$ cat src/rtl/pipe_stage_reg.sv
// Pipeline stage register with valid/ready handshake, a two-entry
// (main + skid) buffer, synchronous flush and a saturating stall counter.
// Every output is taken straight from a register or decoded from the state
// register, so valid_i never reaches valid_o and ready_i never reaches
// ready_o within the same cycle.
module pipe_stage_reg #(
  parameter int DATA_W = 32,
  parameter int CTRL_W = 8,
  parameter int CNT_W  = 16
) (
  input  logic              clk_i,
  input  logic              rst_i,
  input  logic              flush_i,
  input  logic              valid_i,
  output logic              ready_o,
  input  logic [CTRL_W-1:0] ctrl_i,
  input  logic [DATA_W-1:0] data_i,
  output logic              valid_o,
  input  logic              ready_i,
  output logic [CTRL_W-1:0] ctrl_o,
  output logic [DATA_W-1:0] data_o,
  output logic [CNT_W-1:0]  stall_cnt_o
);

  // Reject widths that would leave a zero-width bus or a useless counter.
  if (CTRL_W < 1) begin : g_bad_ctrl_w
    $error("pipe_stage_reg: CTRL_W must be >= 1");
  end
  if (DATA_W < 1) begin : g_bad_data_w
    $error("pipe_stage_reg: DATA_W must be >= 1");
  end
  if (CNT_W < 2) begin : g_bad_cnt_w
    $error("pipe_stage_reg: CNT_W must be >= 2");
  end

  // EMPTY: nothing held. HALF: main holds a beat. FULL: main and skid hold beats.
  typedef enum logic [1:0] {
    EMPTY = 2'd0,
    HALF  = 2'd1,
    FULL  = 2'd2
  } state_t;

  state_t            state_q, state_d;
  logic [CTRL_W-1:0] main_ctrl_q, main_ctrl_d;
  logic [DATA_W-1:0] main_data_q, main_data_d;
  logic [CTRL_W-1:0] skid_ctrl_q, skid_ctrl_d;
  logic [DATA_W-1:0] skid_data_q, skid_data_d;
  logic [CNT_W-1:0]  stall_cnt_q, stall_cnt_d;
  logic              in_fire;
  logic              out_fire;

  assign valid_o     = (state_q != EMPTY);
  assign ready_o     = (state_q != FULL);
  assign ctrl_o      = main_ctrl_q;
  assign data_o      = main_data_q;
  assign stall_cnt_o = stall_cnt_q;

  assign in_fire  = valid_i & ready_o;
  assign out_fire = valid_o & ready_i;

  // Next-state and next-storage logic; main_ctrl is zeroed whenever the main
  // entry becomes empty so bubbles never carry live control bits downstream.
  always_comb begin
    state_d     = state_q;
    main_ctrl_d = main_ctrl_q;
    main_data_d = main_data_q;
    skid_ctrl_d = skid_ctrl_q;
    skid_data_d = skid_data_q;
    stall_cnt_d = stall_cnt_q;

    if (valid_o && !ready_i && (stall_cnt_q != {CNT_W{1'b1}})) begin
      stall_cnt_d = stall_cnt_q + CNT_W'(1);
    end

    if (flush_i) begin
      state_d     = EMPTY;
      main_ctrl_d = '0;
      skid_ctrl_d = '0;
      skid_data_d = '0;
    end else begin
      case (state_q)
        EMPTY: begin
          if (in_fire) begin
            state_d     = HALF;
            main_ctrl_d = ctrl_i;
            main_data_d = data_i;
          end
        end
        HALF: begin
          if (in_fire && out_fire) begin
            main_ctrl_d = ctrl_i;
            main_data_d = data_i;
          end else if (in_fire) begin
            state_d     = FULL;
            skid_ctrl_d = ctrl_i;
            skid_data_d = data_i;
          end else if (out_fire) begin
            state_d     = EMPTY;
            main_ctrl_d = '0;
          end
        end
        FULL: begin
          if (out_fire) begin
            state_d     = HALF;
            main_ctrl_d = skid_ctrl_q;
            main_data_d = skid_data_q;
            skid_ctrl_d = '0;
            skid_data_d = '0;
          end
        end
        default: begin
          state_d     = EMPTY;
          main_ctrl_d = '0;
        end
      endcase
    end
  end

  // State and storage registers; reset outranks flush and every handshake.
  always_ff @(posedge clk_i) begin
    if (rst_i) begin
      state_q     <= EMPTY;
      main_ctrl_q <= '0;
      main_data_q <= '0;
      skid_ctrl_q <= '0;
      skid_data_q <= '0;
      stall_cnt_q <= '0;
    end else begin
      state_q     <= state_d;
      main_ctrl_q <= main_ctrl_d;
      main_data_q <= main_data_d;
      skid_ctrl_q <= skid_ctrl_d;
      skid_data_q <= skid_data_d;
      stall_cnt_q <= stall_cnt_d;
    end
  end

endmodule

$ cat config.mk
export PLATFORM = sky130hd
export DESIGN_NAME = pipe_stage_reg
export DESIGN_NICKNAME = d
export VERILOG_FILES = /design/src/rtl/pipe_stage_reg.sv
export SDC_FILE = /design/constraint.sdc
export NUM_CORES = 1
export LEC_CHECK = 0
export ABC_AREA = 1
export CORE_MARGIN = 2
export CORE_UTILIZATION = 45
export CTS_CLUSTER_SIZE = 24
export DETAILED_ROUTE_END_ITERATION = 7
export PLACE_DENSITY_LB_ADDON = 0.3
export RECOVER_POWER = 50
export SLEW_MARGIN = 20
export SYNTH_ARGS = -nofsm -noshare
export SYNTH_HDL_FRONTEND = slang
export SYNTH_SLANG_ARGS = --single-unit
export TNS_END_PERCENT = 30
$ cat constraint.sdc
create_clock -name clk_i -period 1.4 [get_ports clk_i]
set_input_delay 0.14 -clock clk_i [delete_from_list [all_inputs] [get_ports clk_i]]
set_output_delay 0.14 -clock clk_i [all_outputs]
set_load 0.03 [all_outputs]
==> key figures, run 1 <==
Final layout
  – Sequential cell area: 2000 um^2
  – Share of cells above drive strength 1: 0.239
  – Area growth, synth to finish: 46.1%
  – Most common cell after layout, fill and taps aside: nand2_1
  – Fill cells: between 800 and 900
  – Most frequent cells in the layout: nand2_1 (176), dfxtp_1 (81), nor2_1 (64), dlygate4sd2_1 (54)
  – Final Net Count: approximately 800
  – Multi-input gate area: roughly 2400 um^2
  – Diodes inserted: 0
  – Finished Core Util: 0.670

Synthesis
  – Seq cells post-synth: between 90 and 100
  – Area of the mapped netlist: around 4400 um^2
  – Mean Syn Cell Area: a little over 7 um^2
  – Share of the yosys chip area belonging to registers: 0.442
  – Yosys warns: 0
  – Net Count, Synth: 671
  – Mapped Cells: about 630
  – Post-synth cell types: 31

STA
  – Fmax: 686 MHz
  – Final worst slack: -0.0577 ns
  – RSZ-0062 raised after global routing: yes
  – Worst slew pin tran: 0.417 ns
  – Post-Route Setup TNS: -0.159 ns
  – Max transition margin: 0.721
  – Worst hold margin: ~0.32 ns
  – Period utilization: 1.04
  – Final Critical Period: 1.46 ns
  – Setup-failing EPs final: 12
  – Skew final: a little over 0.009 ns
  – Slew Limit Fails: 0
  – Final Hold Fails: 0

Clock network
  – CTS Buffer Depth: 2
  – Total CTS buffers: 9
  – Skew-Pair Late Insertion Delay: 0.36 ns
  – TritonCTS clock tree: done
  – CTS sink cnt: between 90 and 100
  – Hold_buf cts: 0
  – Worst-path clk slew: 0.09 ns
  – Clock Tree Root: clkbuf_8
  – CTS H-Tree Depth: 3

Placement
  – GPL Wtd Cong: about 0.93
  – PortBufs: 102
  – HPWL after DPL: a little over 8000 um

Route
  – Overall routed net length: around 12000 um
  – Drt first pass iters: 4
  – Drt first-iter violations: 144
  – DRC Markers: 0
  – Post-DRT Antenna Nets: 0
  – Vias per std cell: around 5.1
  – Via count: about 4500
  – Wire per inst: 13.6 um

Die
  – Die ar.: ~11000 um^2
  – Core area: 9680 um^2
  – # IOs: around 100
  – Initial Utilization: 0.459
  – Die height: about 100 um
  – Die X: between 100 and 150 um
  – Rows: 36

Worst setup path
  – Start of the worst register-to-register path: state_q[1]
  – Setup crit end kind: output pin
  – CP endpoint: ready_o
  – CP Launch Type: flip-flop
  – Crit path max fanout: 7
  – Critical path data required time: 1.26 ns
  – FF-to-FF setup slack: -0.02 ns
  – Critical Path Start: state_q[1]
  – Reg2reg path depth: 10
  – Worst setup path category: flip-flop to output pin
  – RR Endpoint: skid_data_q[29]
  – CP arrival: ~1.3 ns

Pwr
  – Switching fraction of total power: 0.273
  – Clk pwr share: 0.340
  – Flop pwr share: 0.484
  – Power Density: about 950 nW/um^2
  – Internal Power: 4.46 mW
  – P_leak: approximately 2.8 nW
  – Combinational fraction of design power: 0.177
  – Psw: about 1.7 mW
  – Max VDD drop: just under 500 uV

Outcome
  – Failing checks: negative setup slack
  – Outcome: finished, violations left

Global routing
  – Pin count of the biggest net entering global routing: 39
  – Global-route wire length before repair: 18300 um
  – Antenna violations before repair: 0
  – Vias in the first global route: 4038
  – Grt ovf: 0
  – GRT Total Usage: 0.215

Hold path
  – Hold WC Path Type: primary input to flip-flop

Run
  – Max Cap Viol: 0
state kept, by name (all words and copies together) (netlist names):
signal and count:
data_o 32, skid_data_q 32, stall_cnt_o 16, ctrl_o 8, skid_ctrl_q 8, state_q 2
power groups by stage:
stage          Combinational [mW]  Clock, mW  Sequential [mW]
2_1_floorplan               0.390          0             3.19
3_3_place_gp                 1.02          0             3.02
3_5_place_dp                 1.04          0             3.03
4_1_cts                     0.985       2.11             2.96
5_1_grt                      1.17       2.23             2.98
6_report                     1.08       2.08             2.97
critical path, stage by stage (launching register included):
cell and delay [ns]:
dfxtp_4 0.42, inv_6 0.06, nor2_8 0.15, inv_4 0.07, buf_8 0.13, buf_6 0.13
kinds of logic (layout without fill, tap and decap cells):
family / after synthesis / in the layout / share of synthesized area
compound gates: 135 / 135 / 0.163
xor+xnor: 7 / 7 / 0.0138
fa+ha+maj: 1 / 1 / 0.00282
buf+inv: 62 / 197 / 0.0755
flops: 98 / 98 / 0.442
simple gates: 322 / 322 / 0.303
what timing repair did:
action	4_1_cts	5_1_grt
buffers inserted	0	9
pin swaps	0	4
setup endpoints to repair	143	99
cloned	0	4
gates resized for setup	65	114
cell type report:
cell class                      count  share of cell area
Tap cell                          133              0.0257
Inverter                           29              0.0206
Multi-Input combinational cell    465               0.376
Clock inverter                      4              0.0114
Clock buffer                       12              0.0239
Timing Repair Buffer              152               0.235
Sequential cell                    98               0.308
through the flow:
step | instances | setup slack (ns) | instance area [um^2] | power [mW]
after floorplan | 625 | 0.00689 | 4490 | 3.58
after global placement | 864 | -0.236 | 5840 | 4.04
after detailed placement | 864 | -0.303 | 5840 | 4.06
after CTS | 880 | -0.0980 | 6020 | 6.05
after global routing | 893 | -0.111 | 6490 | 6.38
final | 893 | -0.0577 | 6490 | 6.13
cells in the mapped netlist:
cell      instances  area share
a21oi_1          50       0.056
a21oi_2          11       0.022
a31oi_1           1      0.0014
and3_1            1      0.0014
buf_1             3      0.0025
buf_2             6      0.0068
buf_4             6       0.010
buf_6             9       0.023
clkbuf_1          9      0.0076
dfxtp_1          98        0.44
ha_1              1      0.0028
inv_1            22       0.019
inv_2             5      0.0042
inv_4             2      0.0028
nand2_1         183        0.15
nand2_2           1      0.0014
nand2_4           1      0.0025
nand3_1          29       0.033
nand3_2           8       0.018
nand4_1           4      0.0056
nor2_1           91       0.077
nor2_2            1      0.0014
nor2_4            1      0.0025
nor2_8            1      0.0045
nor3_1            1      0.0011
o21a_1            1      0.0017
o21ai_0          37       0.042
o21ai_1          34       0.038
o21ai_2           1      0.0020
xnor2_1           5      0.0099
xor2_1            2      0.0039
how the worst min path moves through the flow:
stage / from / endpoint / slack (ns) / cells after the start
after floorplan: rst_i / stall_cnt_o[0] / 0.20 / 1
after global placement: skid_data_q[3] / skid_data_q[3] / 0.43 / 2
after detailed placement: skid_data_q[29] / skid_data_q[29] / 0.44 / 2
after CTS: data_i[6] / skid_data_q[6] / 0.35 / 3
after global routing: ready_i / state_q[0] / 0.32 / 5
final: ready_i / state_q[0] / 0.32 / 5
metal layers:
metal / vias to the layer above / share of wire / track usage
met5: - / 0 / 0
met4: 0 / 0.0089 / 0.0638
met3: 10 / 0.045 / 0.0417
met2: 105 / 0.49 / 0.364
met1: 2126 / 0.45 / 0.280
li1: 2289 / - / -
Power figures use the tool's default switching activity.
==> inputs of run 2 (changes only) <==
- CORE_ASPECT_RATIO: unset -> 1.25
==> run 2 against run 1 <==
The run still ends with negative setup slack left. Sequential share of layout area fell by 0.44 points. Register-to-register slack got worse by 0.03 ns. First-iteration DRC count rose by 58%. Count of clock-buffer cells in the layout did not move. Routed wire length rose by 5.8%. Sequential power barely moved. Core utilization rose by 1.8 points. Die area barely moved. Critical path depth rose by 4. Cell count fell by 0.34%. Clock skew fell by 0.0024 ns. Flip-flop and latch count did not move. Critical endpoint is now skid_data_q[22]. Largest power group unchanged.
==> key figures, run 2 (synthesis results as in run 1) <==
Worst setup path
  – Setup crit end kind: flip-flop
  – CP arrival: 1.68 ns (+0.36 ns)
  – CP Launch Type: flip-flop
  – Most common cell on crit path: inv_4
  – FF-to-FF setup slack: -0.05 ns (-0.03 ns)
  – Worst-path cell chain: inv_4 > nor2_8 > inv_4 > nand2_4 > nand3_4 > clkinv_8 > clkbuf_16 > o21ai_1 > a21oi_2
  – CP max stage cell: dfxtp_4
  – Critical Path Start: state_q[1]
  – Max incr delay on CP: 0.37 ns (-0.05 ns)
  – Start of the worst register-to-register path: state_q[1]
  – Worst setup path category: flip-flop to flip-flop
  – Critical path buffers and inverters: 4 (unchanged)
  – Critical path data required time: 1.63 ns (+0.37 ns)
  – Crit path max fanout: 9 (+2)
  – CP top delay family: buffers and inverters

Final layout
  – Most frequent cells in the layout: nand2_1 (172), nor2_1 (81), dfxtp_1 (81), dlygate4sd2_1 (55), o21ai_1 (46)
  – Finished Cell Area: 6610 um^2 (+1.8%)
  – Area growth, synth to finish: 48.8%
  – Most common cell after layout, fill and taps aside: nand2_1
  – Share of cells above drive strength 1: 0.221 (-0.0183)
  – Diodes inserted: 0 (unchanged)
  – Finished Core Util: 0.688 (+0.0176)
  – Final Net Count: 805 (+0.50%)
  – Fill cells: 778 (-6.6%)

Die
  – # IOs: 103 (unchanged)
  – Die height: 115 um (+11%)
  – Die X: 92.9 um (-10%)
  – Die ar.: 10700 um^2 (about the same)
  – Core area: 9610 um^2 (-0.78%)
  – Rows: 40 (+11%)
  – Initial Utilization: 0.462 (+0.00358)

Route
  – Post-DRT Antenna Nets: 0 (unchanged)
  – Drt first pass iters: 5 (+1)
  – Overall routed net length: 12800 um (+5.8%)
  – Wire per inst: 14.4 um (+6.1%)
  – WL met2: 6380 um (+6.4%)
  – Vias per std cell: 5.21 (+2.7%)
  – Uppermost layer routed: met4
  – DRC Markers: 0 (unchanged)
  – Drt first-iter violations: 228 (+58%)
  – Met3 Wirelength: 729 um (+33%)
  – M1 wire length: 5430 um (-0.88%)
  – Via count: 4638 (+2.4%)

STA
  – Slew Limit Fails: 0 (unchanged)
  – Worst slew pin tran: 0.507 ns (+0.0895 ns)
  – Setup-failing EPs final: 33 (+21)
  – Final Hold Fails: 0 (unchanged)
  – RSZ-0062 raised after global routing: yes
  – Fmax: 690 MHz (+0.61%)
  – Post-Route Setup TNS: -0.441 ns (-0.282 ns)
  – Skew final: 0.00691 ns (-0.00242 ns)
  – Period utilization: 1.03 (-0.00630)
  – Final Critical Period: 1.45 ns (-0.00882 ns)
  – Max transition margin: 0.662 (-0.0590)
  – Final worst slack: -0.0489 ns (+0.00882 ns)

Placement
  – PortBufs: 102 (unchanged)
  – GPL Wtd Cong: 0.967 (+4.5%)
  – Area after DPL: 5890 um^2 (+0.84%)
  – HPWL after DPL: 7760 um (-4.3%)

Global routing
  – Vias in the first global route: 4248 (+5.2%)
  – Antenna violations before repair: 0 (unchanged)
  – GRT Total Usage: 0.224 (+0.00845)
  – Grt ovf: 0 (unchanged)
  – Global-route wire length before repair: 19400 um (+5.8%)
  – Pin count of the biggest net entering global routing: 40 (+2.6%)

Pwr
  – Flop pwr share: 0.459 (-0.025)
  – Combinational fraction of design power: 0.172 (-0.005)
  – Power Density: 972 nW/um^2 (+2.8%)
  – Psw: 1.75 mW (+4.9%)
  – Max VDD drop: 684 uV (+38%)
  – P_leak: 2.85 nW (+3.4%)
  – Switching fraction of total power: 0.273 (+0.000362)
  – Internal Power: 4.67 mW (+4.7%)
  – Clk pwr share: 0.368 (+0.028)

Clock network
  – Total CTS buffers: 9 (unchanged)
  – TritonCTS clock tree: done
  – Skew-Pair Late Insertion Delay: 0.34 ns (-0.02 ns)
  – CTS sink cnt: 98 (unchanged)
  – Clock Tree Root: clkbuf_16
  – Worst-path clk slew: 0.07 ns (-0.02 ns)
  – CTS Buffer Depth: 2 (unchanged)
  – CTS H-Tree Depth: 3 (unchanged)

Outcome
  – Outcome: finished, violations left
  – Failing checks: negative setup slack

Hold path
  – Hold WC Path Type: primary input to flip-flop
  – Hold Startpoint: ready_i

Run
  – Max Cap Viol: 0 (unchanged)
## run 2: final cells by class
type	count	area [um^2]	share of cell area
timing repair buffer	156	1660	0.251
sequential	98	2000	0.303
multi-input combinational	465	2370	0.359
inverter	29	134	0.0203
clock buffer	12	256	0.0388
clock inverter	4	26.3	0.00398
tap	126	158	0.0239
## run 2: path summary, 6_finish.rpt
| check | endpoint | depth (start not counted) |
|---|---|---|
| worst max-delay path | skid_data_q[22] | 9 |
| worst min-delay path | state_q[1] | 3 |
| worst max register to register | skid_data_q[22] | 9 |
| worst min register to register | skid_data_q[3] | 2 |
## run 2: tightest hold or removal path: stages
cell and delay, ns:
dlymetal6s2s_1 0.18, inv_2 0.12, and3_1 0.16
## run 2: stage by stage
step | total power, mW | hold slack [ns] | worst slack [ns] | std cells
floorplan | 3.58 | 0.199 | 0.00689 | 625
global placement | 4.05 | 0.434 | -0.240 | 863
detailed placement | 4.07 | 0.442 | -0.293 | 863
CTS | 6.34 | 0.374 | -0.0220 | 881
global route | 6.70 | 0.334 | -0.121 | 890
finish | 6.42 | 0.301 | -0.0489 | 890
## run 2: power by group through the flow
stage               sequential, mW  combinational, mW  clock, mW
floorplan                     3.19              0.390          0
global placement              3.02               1.03          0
detailed placement            3.02               1.04          0
CTS                           2.96               1.00       2.38
global route                  2.96               1.19       2.54
finish                        2.95               1.11       2.37
## run 2: metal layers
metal,up-vias,GRT usage
met5,-,0
met4,0,0.0951
met3,28,0.0400
met2,166,0.379
met1,2141,0.280
li1,2303,-
## run 2: timing repair
| action | 4_1_cts | 5_1_grt |
|---|---|---|
| setup endpoints to repair | 120 | 97 |
| buffers inserted | 0 | 1 |
| pin swaps | 0 | 7 |
| hold buffers | 0 | 0 |
| resized for setup | 78 | 84 |
| gates cloned | 2 | 8 |
